`src/rtl/alu_disp_pkg.sv`:
```
// alu_disp_pkg: shared FSM state encoding, unit-select codes and FUN field positions
package alu_disp_pkg;
    typedef enum logic [1:0] {IDLE = 2'd0, ISSUE = 2'd1, WAIT = 2'd2, RESP = 2'd3} state_t;
    localparam logic [1:0] UNIT_ARITH = 2'b00;
    localparam logic [1:0] UNIT_LOGIC = 2'b01;
    localparam logic [1:0] UNIT_CMP   = 2'b10;
    localparam logic [1:0] UNIT_SHIFT = 2'b11;
    localparam int FUN_SEL_HI = 3;
    localparam int FUN_SEL_LO = 2;
    localparam int FUN_OP_HI  = 1;
    localparam int FUN_OP_LO  = 0;
endpackage

```
`src/rtl/alu_fun_decoder.sv`:
```
// alu_fun_decoder: maps FUN to a one-hot unit enable vector and the unit opcode
//   fun_i [3:0] in : function code (select in [3:2], opcode in [1:0])
//   en_o  [3:0] out: one-hot enable, bit index = unit select
//   op_o  [1:0] out: opcode forwarded to the units
module alu_fun_decoder
    import alu_disp_pkg::*;
(
    input  logic [3:0] fun_i,
    output logic [3:0] en_o,
    output logic [1:0] op_o
);
    assign en_o = 4'b0001 << fun_i[FUN_SEL_HI:FUN_SEL_LO];
    assign op_o = fun_i[FUN_OP_HI:FUN_OP_LO];
endmodule

```
`src/rtl/alu_op_dispatcher.sv`:
```
// alu_op_dispatcher: issues one command to one of four ALU units and returns its result
//   CLK/RST                  : clock, synchronous active-high reset
//   cmd_valid/cmd_ready      : command handshake; cmd_A, cmd_B operands, cmd_FUN function
//   unit_A/unit_B/unit_OP    : shared operand/opcode bus to all units
//   *_enable                 : one-cycle start pulse to the selected unit
//   *_out/*_flag             : registered unit results and result-valid flags
//   res_valid/res_ready      : result handshake; res_data, res_unit, res_err payload
// Optional: define ALU_DISP_TIMEOUT_EN to add a WAIT watchdog of timeout_cycles cycles.
module alu_op_dispatcher
    import alu_disp_pkg::*;
#(
    parameter int in_width       = 16,
    parameter int out_width      = 16,
    parameter int timeout_cycles = 15
) (
    input  logic                 CLK,
    input  logic                 RST,
    input  logic                 cmd_valid,
    output logic                 cmd_ready,
    input  logic [in_width-1:0]  cmd_A,
    input  logic [in_width-1:0]  cmd_B,
    input  logic [3:0]           cmd_FUN,
    output logic [in_width-1:0]  unit_A,
    output logic [in_width-1:0]  unit_B,
    output logic [1:0]           unit_OP,
    output logic                 arith_enable,
    output logic                 logic_enable,
    output logic                 cmp_enable,
    output logic                 shift_enable,
    input  logic [out_width-1:0] arith_out,
    input  logic [out_width-1:0] logic_out,
    input  logic [out_width-1:0] cmp_out,
    input  logic [out_width-1:0] shift_out,
    input  logic                 arith_flag,
    input  logic                 logic_flag,
    input  logic                 cmp_flag,
    input  logic                 shift_flag,
    output logic                 res_valid,
    input  logic                 res_ready,
    output logic [out_width-1:0] res_data,
    output logic [1:0]           res_unit,
    output logic                 res_err
);
    state_t               state_q;
    logic [in_width-1:0]  a_q, b_q;
    logic [3:0]           fun_q;
    logic [out_width-1:0] data_q;
    logic [1:0]           unit_q;
    logic [3:0]           en_dec, en, flags;
    logic [1:0]           sel;
    logic                 sel_flag;
    logic [out_width-1:0] sel_out;

    alu_fun_decoder u_dec (.fun_i(fun_q), .en_o(en_dec), .op_o(unit_OP));

    assign sel      = fun_q[FUN_SEL_HI:FUN_SEL_LO];
    assign flags    = {shift_flag, cmp_flag, logic_flag, arith_flag};
    // only the selected unit's flag can advance WAIT; others are ignored
    assign sel_flag = flags[sel];

    always_comb begin
        sel_out = sel == UNIT_ARITH ? arith_out :
                  sel == UNIT_LOGIC ? logic_out :
                  sel == UNIT_CMP   ? cmp_out   : shift_out;
    end

    assign en           = state_q == ISSUE ? en_dec : 4'b0000;
    assign arith_enable = en[UNIT_ARITH];
    assign logic_enable = en[UNIT_LOGIC];
    assign cmp_enable   = en[UNIT_CMP];
    assign shift_enable = en[UNIT_SHIFT];
    assign cmd_ready    = state_q == IDLE;
    assign res_valid    = state_q == RESP;
    assign unit_A       = a_q;
    assign unit_B       = b_q;
    assign res_data     = data_q;
    assign res_unit     = unit_q;

`ifdef ALU_DISP_TIMEOUT_EN
    localparam int CW = $clog2(timeout_cycles + 1);
    logic [CW-1:0] cnt_q;
    logic          err_q;
    assign res_err = err_q;
`else
    assign res_err = 1'b0;
`endif

    always_ff @(posedge CLK) begin
        if (RST) begin
            state_q <= IDLE;
            a_q     <= '0;
            b_q     <= '0;
            fun_q   <= '0;
            data_q  <= '0;
            unit_q  <= '0;
`ifdef ALU_DISP_TIMEOUT_EN
            cnt_q   <= '0;
            err_q   <= 1'b0;
`endif
        end else begin
            case (state_q)
                IDLE: if (cmd_valid) begin
                    a_q     <= cmd_A;
                    b_q     <= cmd_B;
                    fun_q   <= cmd_FUN;
                    state_q <= ISSUE;
                end
                ISSUE: begin
                    state_q <= WAIT;
`ifdef ALU_DISP_TIMEOUT_EN
                    cnt_q   <= '0;
`endif
                end
                WAIT: if (sel_flag) begin
                    data_q  <= sel_out;
                    unit_q  <= sel;
                    state_q <= RESP;
`ifdef ALU_DISP_TIMEOUT_EN
                    err_q   <= 1'b0;
                end else if (cnt_q == CW'(timeout_cycles - 1)) begin
                    // this is the timeout_cycles-th WAIT cycle without the flag
                    data_q  <= '0;
                    unit_q  <= sel;
                    err_q   <= 1'b1;
                    state_q <= RESP;
                end else begin
                    cnt_q   <= cnt_q + 1'b1;
`endif
                end
                RESP: if (res_ready) state_q <= IDLE;
                default: state_q <= IDLE;
            endcase
        end
    end
endmodule

```
`config.mk`:
```
export PLATFORM = sky130hd
export DESIGN_NAME = alu_op_dispatcher
export DESIGN_NICKNAME = d
export VERILOG_FILES = /design/src/rtl/alu_disp_pkg.sv /design/src/rtl/alu_fun_decoder.sv /design/src/rtl/alu_op_dispatcher.sv
export SDC_FILE = /design/constraint.sdc
export NUM_CORES = 1
export LEC_CHECK = 0
export CORE_ASPECT_RATIO = 1.75
export CORE_UTILIZATION = 39
export DETAILED_ROUTE_END_ITERATION = 10
export PLACE_DENSITY = 0.86
export SLEW_MARGIN = 20
export SYNTH_ARGS = -nofsm -noshare
export SYNTH_HDL_FRONTEND = slang
export SYNTH_SLANG_ARGS = --single-unit
```
`constraint.sdc`:
```
create_clock -name CLK -period 5.3 [get_ports CLK]
set_clock_uncertainty 0.15 [all_clocks]
set_input_delay 1.06 -clock CLK [delete_from_list [all_inputs] [get_ports CLK]]
set_output_delay 1.06 -clock CLK [all_outputs]
set_load 0.01 [all_outputs]
```
==> out/qor.yml <==
power.total_mw: 1.43
cts-root-buf: "clkbuf_8"
fp.coreArea_sq_mm: 0.00628
grt_pass1_vias: 2539
dp.cells: 494
grt_pass1_wl_microns: 11900
routed_wl_microns: 7630
yosysTopAreaCellShare_pct: 43.4
grt_max_degree: 57
start_kind: "flip-flop"
hpwlAfterDp_microns: 5760
place_ws_ns: 2.03
rows: 38
rsz0062_at_grt: "false"
slowest_delay_ns: 0.99
min_period_over_period_pct: 63.3
antenna_cells: 0
final_core_util_pct: 68.9
syn_to_final_growth_pct: 67.3
cts.sink_count: 56
h-tree-depth: 2
syn_area_sq_mm: 0.00258
path_buf_inv: 1
clk_path_buf_depth: 2
die_y_microns: 110
first_pass_iters: 4
synth_flop_cell: "dfxtp_1"
num-nets-final: 534
drtAntennaViolNets: 0
rrSetupSlack_ns: 2.76
cts_setup_buffers: 0
grt_overflow: 0
final_cells: 502
grt_antenna_before_repair: 0
synth.distinct_cells: 33
fp.dieW_microns: 63.5
worst_pin_slew_ns: 1.01
finalSetupViolCount: 0
synth-seq-cells: 56
synthTopCellsByArea: "dfxtp_1, nand2_1, mux4_2"
synth-edff-count: 0
grt_usage_pct: 22.0
p_leak_nw: 1.56
async_reset_ff_share_pct: 0
ctsResizeCount: 0
cts_hold_buf: 0
vias: 2516
clk_latency_ns: 0.30
numCtsBuffers: 5
maxSlewViolCount: 0
place_area_sq_mm: 0.00419
maxSlewHeadroom_pct: 32.9
status: "complete, no violations"
layout_setup_ws_ns: 1.95
drv_cap: 0
max_freq_mhz: 298
critPathArrivalTime_ns: 2.14
synth_cells: 272
start_util_pct: 41.2
path_cells: "and3_1 > clkdlybuf4s50_1"
wire_per_inst_microns: 15.2
cp.required_ns: 4.09
synth_top_area_cell: "dfxtp_1"
ios: 167
yosysWarnings: 0
syn_area_per_cell_sq_um: 9.50
n_fill_cell: 515
route.detailed.drc: 0
holdWs_ns: 0.305
min_period_ns: 3.35
drt-vias-per-instance: 5.01
ir_drop_uv: 454
ys_top_cells_by_count: "nand2_1, dfxtp_1, a21oi_1"
syn_nets: 385
yosysSeqAreaShare_pct: 43.4
hp-class: "flip-flop to flip-flop"
fin_setup_tns_ns: 0
die_area_sq_mm: 0.00697
critPathSlowestCell: "dfxtp_1"
numPortBuffers: 165
p_per_area_mw_per_mm2: 331
area.sequential_sq_mm: 0.00112
crit_family: "flip-flops"
final_area_sq_mm: 0.00433
drtIter0Drc: 111
cts_tree: "done"
cp-end-kind: "primary output"
clk_pin_slew_ns: 0.10
yosysMostFrequentCell: "nand2_1"
routabilityCongestion: 0.743
multiInputGateArea_sq_mm: 0.00131
cp_max_fo: 25
finalHoldViolCount: 0
post_route_cells_drive_above_1_share_pct: 6.40
worstSetupPathType: "flip-flop to primary output"
## flip-flops by register name, summed over array words and instances (netlist names)
| signal | count |
|---|---|
| res_data | 16 |
| unit_A | 16 |
| unit_B | 16 |
| fun_q | 4 |
| res_unit | 2 |
| state_q | 2 |
## per-layer routing
layer | vias up | wire length [microns] | global-route usage (%)
met3 | 12 | 548 | 4.56
met4 | 0 | 173 | 8.93
li1 | 1215 | - | -
met1 | 1172 | 2740 | 22.3
met2 | 117 | 4170 | 42.6
met5 | - | 0 | 0
## logic make-up after synthesis
| family | Yosys count | share of synthesized area (%) |
|---|---|---|
| AOI/OAI and AO/OA | 43 | 9.20 |
| adders and majority gates | 5 | 2.42 |
| buffers and inverters | 28 | 6.24 |
| DFF | 56 | 43.4 |
| muxes | 35 | 22.5 |
| other | 1 | 0.145 |
| and+or+nand+nor | 104 | 16.2 |
## cell type report
class / count / area share [%]
Tap cell: 80 / 2.31
Clock buffer: 6 / 1.91
Inverter: 4 / 0.347
Clock inverter: 2 / 0.897
Sequential cell: 56 / 25.9
Timing Repair Buffer: 166 / 38.2
Multi-Input combinational cell: 188 / 30.4
## placed cells by master, fill, tap and decap left out, types with 2 or more instances in the layout
cell	n
ha_1	5
inv_1	2
nor2_1	20
mux4_1	6
nand2_1	74
inv_2	2
mux4_2	10
clkbuf_8	6
mux2i_1	17
dfxtp_1	56
clkdlybuf4s50_1	164
nand3_1	2
mux2i_2	2
a21oi_1	36
## worst paths after layout
check,from,to,cells after the start
max,fun_q[3],shift_enable,2
min,unit_A[6],unit_A[6],2
max reg2reg,fun_q[3],res_data[3],4
min reg2reg,unit_A[6],unit_A[6],2
## where the power goes
group | switching, mW | leakage [nW] | internal [mW] | total (mW)
clock | 0.137 | 0.0614 | 0.155 | 0.292
combinational | 0.278 | 1.04 | 0.324 | 0.602
sequential | 0.0463 | 0.457 | 0.492 | 0.538
total | 0.462 | 1.56 | 0.970 | 1.43
## tightest hold or removal path, delay by kind of cell (launching register included)
kind               cells  cell delay [ns]
AOI/OAI and AO/OA      1             0.05
DFF                    1             0.32
and+or+nand+nor        1             0.05
(Power assumes the default switching activity.)
